`src/rtl/accfp16.sv`:
```
`default_nettype none
// ============================================================================
// accfp16 : packet accumulator for FP16 products, bias-seeded, truncating add
// Revision : 1.0
// ============================================================================
module accfp16 #(
  parameter int CNT_W = 8
) (
  input  logic             clk,
  input  logic             rst,
  input  logic             in_valid,
  input  logic [15:0]      in_data,
  input  logic             in_last,
  input  logic [15:0]      bias_in,
  output logic             in_ready,
  output logic             out_valid,
  output logic [15:0]      out_data,
  output logic [CNT_W-1:0] out_count,
  input  logic             out_ready
);

  typedef enum logic [0:0] {ACC = 1'b0, HOLD = 1'b1} state_t;

  localparam logic [15:0]      C_QNAN    = 16'h7E00;
  localparam logic [CNT_W-1:0] C_CNT_MAX = '1;

  // Mantissas carry 3 extra bits (guard, round, sticky) below the LSB.
  function automatic logic [15:0] fadd(input logic [15:0] x, input logic [15:0] y);
    logic        x_nan, y_nan, x_inf, y_inf, swap, sticky;
    logic [15:0] a, b, r;
    logic [4:0]  ea, eb, d;
    logic [13:0] ma, mb, mb_sh, lost_mask, mbs, sn;
    logic [14:0] s;
    logic [5:0]  er;
    logic [3:0]  lz, sh;
    x_nan = (x[14:10] == 5'h1F) && (x[9:0] != 10'd0);
    y_nan = (y[14:10] == 5'h1F) && (y[9:0] != 10'd0);
    x_inf = (x[14:10] == 5'h1F) && (x[9:0] == 10'd0);
    y_inf = (y[14:10] == 5'h1F) && (y[9:0] == 10'd0);
    swap = 1'b0; sticky = 1'b0; a = x; b = y; r = 16'h0000;
    ea = 5'd1; eb = 5'd1; d = 5'd0; ma = '0; mb = '0; mb_sh = '0;
    lost_mask = '0; mbs = '0; sn = '0; s = '0; er = '0; lz = '0; sh = '0;
    if (x_nan || y_nan || (x_inf && y_inf && (x[15] != y[15]))) begin
      r = C_QNAN;
    end else if (x_inf) begin
      r = x;
    end else if (y_inf) begin
      r = y;
    end else begin
      swap      = (y[14:0] > x[14:0]);
      a         = swap ? y : x;
      b         = swap ? x : y;
      ea        = (a[14:10] == 5'd0) ? 5'd1 : a[14:10];
      eb        = (b[14:10] == 5'd0) ? 5'd1 : b[14:10];
      d         = ea - eb;
      ma        = {(a[14:10] != 5'd0), a[9:0], 3'b000};
      mb        = {(b[14:10] != 5'd0), b[9:0], 3'b000};
      mb_sh     = mb >> d;
      lost_mask = ~(14'h3FFF << d);
      sticky    = |(mb & lost_mask);
      mbs       = {mb_sh[13:1], mb_sh[0] | sticky};
      if (a[15] == b[15]) s = {1'b0, ma} + {1'b0, mbs};
      else                s = {1'b0, ma} - {1'b0, mbs};
      er = {1'b0, ea};
      if (s[14]) begin
        sn = s[14:1];
        er = er + 6'd1;
      end else begin
        lz = 4'd14;
        for (int i = 0; i < 14; i++) begin
          if (s[i]) lz = 4'(13 - i);
        end
        // Normalise no further than exponent 1; anything left over is subnormal.
        if ({2'b00, lz} > (er - 6'd1)) sh = 4'(er - 6'd1);
        else                           sh = lz;
        sn = s[13:0] << sh;
        er = er - {2'b00, sh};
      end
      if (s == 15'd0)          r = {a[15] & b[15], 15'h0000};
      else if (er > 6'd30)     r = {a[15], 15'h7C00};
      else                     r = {a[15], (sn[13] ? er[4:0] : 5'd0), sn[12:3]};
    end
    return r;
  endfunction

  state_t           state_q, state_d;
  logic             first_q, first_d;
  logic [15:0]      acc_q, acc_d;
  logic [CNT_W-1:0] cnt_q, cnt_d;
  logic             out_valid_q, out_valid_d;
  logic [15:0]      out_data_q, out_data_d;
  logic [CNT_W-1:0] out_count_q, out_count_d;
  logic             accept;
  logic [15:0]      sum;
  logic [CNT_W-1:0] cnt_next;

  assign in_ready  = (state_q == ACC) && !rst;
  assign accept    = in_valid && in_ready;
  assign out_valid = out_valid_q;
  assign out_data  = out_data_q;
  assign out_count = out_count_q;

  always_comb begin
    state_d     = state_q;
    first_d     = first_q;
    acc_d       = acc_q;
    cnt_d       = cnt_q;
    out_valid_d = out_valid_q;
    out_data_d  = out_data_q;
    out_count_d = out_count_q;
    sum         = fadd(first_q ? bias_in : acc_q, in_data);
    cnt_next    = first_q ? CNT_W'(1)
                : ((cnt_q == C_CNT_MAX) ? cnt_q : cnt_q + CNT_W'(1));
    case (state_q)
      ACC: begin
        if (accept) begin
          acc_d   = sum;
          cnt_d   = cnt_next;
          first_d = 1'b0;
          if (in_last) begin
            out_data_d  = sum;
            out_count_d = cnt_next;
            out_valid_d = 1'b1;
            first_d     = 1'b1;
            state_d     = HOLD;
          end
        end
      end
      HOLD: begin
        if (out_ready) begin
          out_valid_d = 1'b0;
          state_d     = ACC;
        end
      end
      default: state_d = ACC;
    endcase
  end

  always_ff @(posedge clk or posedge rst) begin
    if (rst) begin
      state_q     <= ACC;
      first_q     <= 1'b1;
      acc_q       <= 16'h0000;
      cnt_q       <= '0;
      out_valid_q <= 1'b0;
      out_data_q  <= 16'h0000;
      out_count_q <= '0;
    end else begin
      state_q     <= state_d;
      first_q     <= first_d;
      acc_q       <= acc_d;
      cnt_q       <= cnt_d;
      out_valid_q <= out_valid_d;
      out_data_q  <= out_data_d;
      out_count_q <= out_count_d;
    end
  end

endmodule
`default_nettype wire

```
`config.mk`:
```
export PLATFORM = sky130hd
export DESIGN_NAME = accfp16
export DESIGN_NICKNAME = d
export VERILOG_FILES = /design/src/rtl/accfp16.sv
export SDC_FILE = /design/constraint.sdc
export NUM_CORES = 1
export LEC_CHECK = 0
export CORE_MARGIN = 3
export CORE_UTILIZATION = 55
export CTS_CLUSTER_SIZE = 30
export DETAILED_ROUTE_END_ITERATION = 8
export HOLD_SLACK_MARGIN = 0.05
export PLACE_DENSITY = 0.76
export RECOVER_POWER = 50
export REMOVE_ABC_BUFFERS = 1
export SYNTH_ARGS = -nofsm -noshare
export SYNTH_HDL_FRONTEND = slang
export SYNTH_SLANG_ARGS = --single-unit
```
`constraint.sdc`:
```
create_clock -name clk -period 14.6 [get_ports clk]
set_clock_uncertainty 0.2 [all_clocks]
set_input_delay 4.38 -clock clk [delete_from_list [all_inputs] [get_ports clk]]
set_output_delay 4.38 -clock clk [all_outputs]
set_load 0.1 [all_outputs]
```
==> out/results.env <==
MAX_CAP_VIOLATIONS=1
TIMING.FINAL.HOLD_VIOLATIONS=0
FINAL_ANTENNA_NET_COUNT=0
SYNTH_LARGEST_AREA_CELL='sky130_fd_sc_hd__dfrtp_1'
SYNTH_EDF_COUNT=0
YOSYS_WARNINGS=0
YS_FF_LATCH=51
SYNTHESIS.AREA_PER_INSTANCE_UM2=7.570
CLKTRANSATPATHREGS_NS=0.08
CP_LAUNCH_TYPE='input port'
VIAS=11120
AVGROUTEDWIREPERCELL_UM=27.87
OUTCOME='finished, violations left'
FINAL_NET_COUNT=1417
GRT_PASS1_VIAS=9076
CRITICAL_PATH.TOP_DELAY_FAMILY='compound AO/OA/AOI/OAI gates'
POST-ROUTE-WORST-SETUP-SLACK_NS=-1.066
ROUTE.DETAILED.VIAS_PER_INST=7.428
FINAL_AREA_UM2=11740
DIE_HEIGHT_UM=122.1
DIE_W_UM=122.1
POST-PLACE-CELLS=1432
FIN_CRIT_SH_PCT=107.3
REQUIRED_NS=14.55
CTS_TREE='yes'
CORE_REGION_AREA_UM2=12880
POST_DETAILED_ROUTING_WIRE_LENGTH_UM=41720
CTS.SINK_COUNT=51
VIOLATIONS='capacitance limit, slew limit, setup timing'
SYNTH_AREA_UM2=7418
STDCELL_COUNT=1497
CP_MAX_STAGE_CELL='sky130_fd_sc_hd__a21oi_1'
SYNTH.LIB_CELLS_USED.DISTINCT=108
SYNTH_COMMON_CELLS='104 x sky130_fd_sc_hd__nor2_1, 92 x sky130_fd_sc_hd__nand2_1, 77 x sky130_fd_sc_hd__a21oi_1'
CTSROOTBUFFERMASTER='sky130_fd_sc_hd__clkbuf_16'
NETLIST_TOP_CELLS_AREA='sky130_fd_sc_hd__dfrtp_1 17%, sky130_fd_sc_hd__ha_1 9.3%, sky130_fd_sc_hd__nor2_1 5.3%, sky130_fd_sc_hd__a21oi_1 5.2%, sky130_fd_sc_hd__nand2_1 4.7%'
DRV_SLEW=52
HTREE_NUM_LEVELS=2
ARRIVAL_NS=15.61
REPORT.FINAL.SETUP_VIOL=30
PROPORTION_OF_SYNTHESIZED_CHIP_AREA_IN_SEQUENTIAL_CELLS_PCT=17.22
GRT_MAX_DEGREE=52
INITIAL_CORE_UTIL_PCT=57.61
POST-ROUTE-MIN-PERIOD_NS=15.67
SYNTH_MOST_COMMON_CELL='sky130_fd_sc_hd__nor2_1'
PATH_BUF_INV=9
SYN-INSTANCE-COUNT=980
WORST_SLEW_MARGIN_REL_PCT=-34.59
DRC=0
WIRE_LENGTH_OF_THE_FIRST_GLOBAL_ROUTING_PASS_UM=46730
WORST_SKEW_LATE_LATENCY_NS=0.30
FLOORPLAN.IO_PINS=63
CPPEAKSTAGEDELAY_NS=0.67
DRIVE_ABOVE_1_SHARE_PCT=41.21
AREA_GROWTH_SYN_TO_LAYOUT_PCT=58.26
YS_DOMINANT_REG_CELL='sky130_fd_sc_hd__dfrtp_1'
CRIT_PATH_MAX_FANOUT=7
SLEW_AT_THE_PIN_WITH_THE_WORST_MAX_SLEW_SLACK_NS=2.017
YOSYS.AREA.TOP_TYPE_SHARE_PCT=16.87
GRT_ANTENNA_BEFORE_REPAIR=3
ASYNCSETRESETFLOPFRACSYNTH_PCT=100.0
FIRST_PASS_ITERS=8
CTS_BUFFERS=5
FLOORPLAN.DIE_AREA_UM2=14920
ENDPOINT_KIND='register'
PORTBUFFERS=62
PLACE_CONGESTION=1.014
DRT_ITER0_DRC=2320
N_ANTENNA_CELL=0
MIN-DELAY-PATH-CLASS='reg -> reg'
DP.FINAL_HPWL_UM=21900
GR-TOTAL-OVERFLOW=0
CTS_HOLD_BUF=0
CLK_PATH_BUF_DEPTH=2
GR_UTIL_ALL_LAYERS_PCT=38.91
POSTPLACECELLAREA_UM2=10030
FINAL.FILL_COUNT=534
MAX_FREQ_GHz=0.06383
CORE.ROWCOUNT=41
TIMING_WORST_SETUP_PATH_TYPE='in -> reg'
repair_timing:
item | 4_1_cts | 5_1_grt
buffers inserted | 25 | 31
cloned | 1 | 1
endpoints found under the setup margin | 30 | 30
gates resized for setup | 83 | 174
pin swaps | 35 | 92
layout make-up:
| type | count | area, um^2 | share of cell area, % |
|---|---|---|---|
| clock buffers | 6 | 138.9 | 1.183 |
| flip-flops and latches | 51 | 1277 | 10.88 |
| repair buffers | 383 | 3141 | 26.75 |
| multi-input cells | 837 | 6744 | 57.44 |
| well taps | 172 | 215.2 | 1.833 |
| inverters | 46 | 185.2 | 1.577 |
| clock inverters | 2 | 38.79 | 0.3304 |
worst min-delay path, stage by stage (launching register included):
cell and delay [ns]:
sky130_fd_sc_hd__dfrtp_1 0.35, sky130_fd_sc_hd__nand2_1 0.05, sky130_fd_sc_hd__o21ai_0 0.06
logic make-up after synthesis:
| logic type | count (synthesis) | synth area share (%) |
|---|---|---|
| buf+inv | 93 | 5.329 |
| xor+xnor | 24 | 2.935 |
| compound gates | 338 | 31.76 |
| flops | 51 | 17.22 |
| simple gates | 365 | 25.18 |
| mux | 53 | 8.028 |
| fa+ha+maj | 56 | 9.546 |
worst paths after layout:
path / start / endpoint / slack (ns) / depth (start not counted)
min in group asynchronous: rst / out_count[1]$_DFFE_PP0P_ / 5.02 / 2
setup reg to reg: first_q$_DFFE_PP1P_ / out_data[12]$_DFFE_PP0P_ / 1.83 / 55
hold / removal: out_count[7]$_DFFE_PP0P_ / out_count[7]$_DFFE_PP0P_ / 0.30 / 2
max in group asynchronous: rst / out_data[9]$_DFFE_PP0P_ / 8.01 / 2
hold reg to reg: out_count[7]$_DFFE_PP0P_ / out_count[7]$_DFFE_PP0P_ / 0.30 / 2
setup / recovery: bias_in[2] / out_data[12]$_DFFE_PP0P_ / -1.07 / 56
layout by cell type (no fill, tap or decap), types with 12 or more instances in the layout:
| master | instances |
|---|---|
| sky130_fd_sc_hd__buf_4 | 310 |
| sky130_fd_sc_hd__nor2_1 | 98 |
| sky130_fd_sc_hd__nand2_1 | 83 |
| sky130_fd_sc_hd__a21oi_1 | 53 |
| sky130_fd_sc_hd__dfrtp_1 | 50 |
| sky130_fd_sc_hd__o21ai_0 | 38 |
| sky130_fd_sc_hd__inv_1 | 32 |
| sky130_fd_sc_hd__o21ai_1 | 32 |
| sky130_fd_sc_hd__clkdlybuf4s50_1 | 30 |
| sky130_fd_sc_hd__mux2i_1 | 28 |
| sky130_fd_sc_hd__ha_1 | 28 |
| sky130_fd_sc_hd__dlymetal6s2s_1 | 28 |
| sky130_fd_sc_hd__a21oi_2 | 23 |
| sky130_fd_sc_hd__ha_4 | 22 |
| sky130_fd_sc_hd__nand3_1 | 20 |
| sky130_fd_sc_hd__nand2b_1 | 19 |
| sky130_fd_sc_hd__nor3_1 | 19 |
| sky130_fd_sc_hd__nand4_1 | 14 |
| sky130_fd_sc_hd__a211oi_1 | 12 |
| sky130_fd_sc_hd__and3_1 | 12 |
through the flow:
stage               hold slack (ns)  util [%]  setup TNS [ns]  setup slack [ns]
floorplan                    0.2402         -          -41.24            -1.480
global placement             0.2510     77.92          -16.12           -0.6524
detailed placement           0.2583     77.92          -25.52           -0.9754
CTS                          0.2744     83.33               0         0.0005169
global route                 0.3117     91.18          -22.79            -1.148
finish                       0.2950     91.18          -17.69            -1.066
flip-flops by register name, indices dropped and copies added, names as in the netlist:
register / cells
first_q: 1
acc_q: 16
cnt_q: 8
out_count: 8
out_valid: 1
out_data: 16
state_q: 1
per-layer routing:
layer | up-vias | routed length [um] | GRT usage, %
met3 | 518 | 6680 | 8.032
met1 | 5009 | 13190 | 50.56
li1 | 4357 | - | -
met5 | - | 17 | 0
met2 | 1234 | 17110 | 65.64
met4 | 2 | 4719 | 10.85
Power is not shown: default switching activity piles up to over one toggle a cycle in this logic, so the estimate is an artifact.
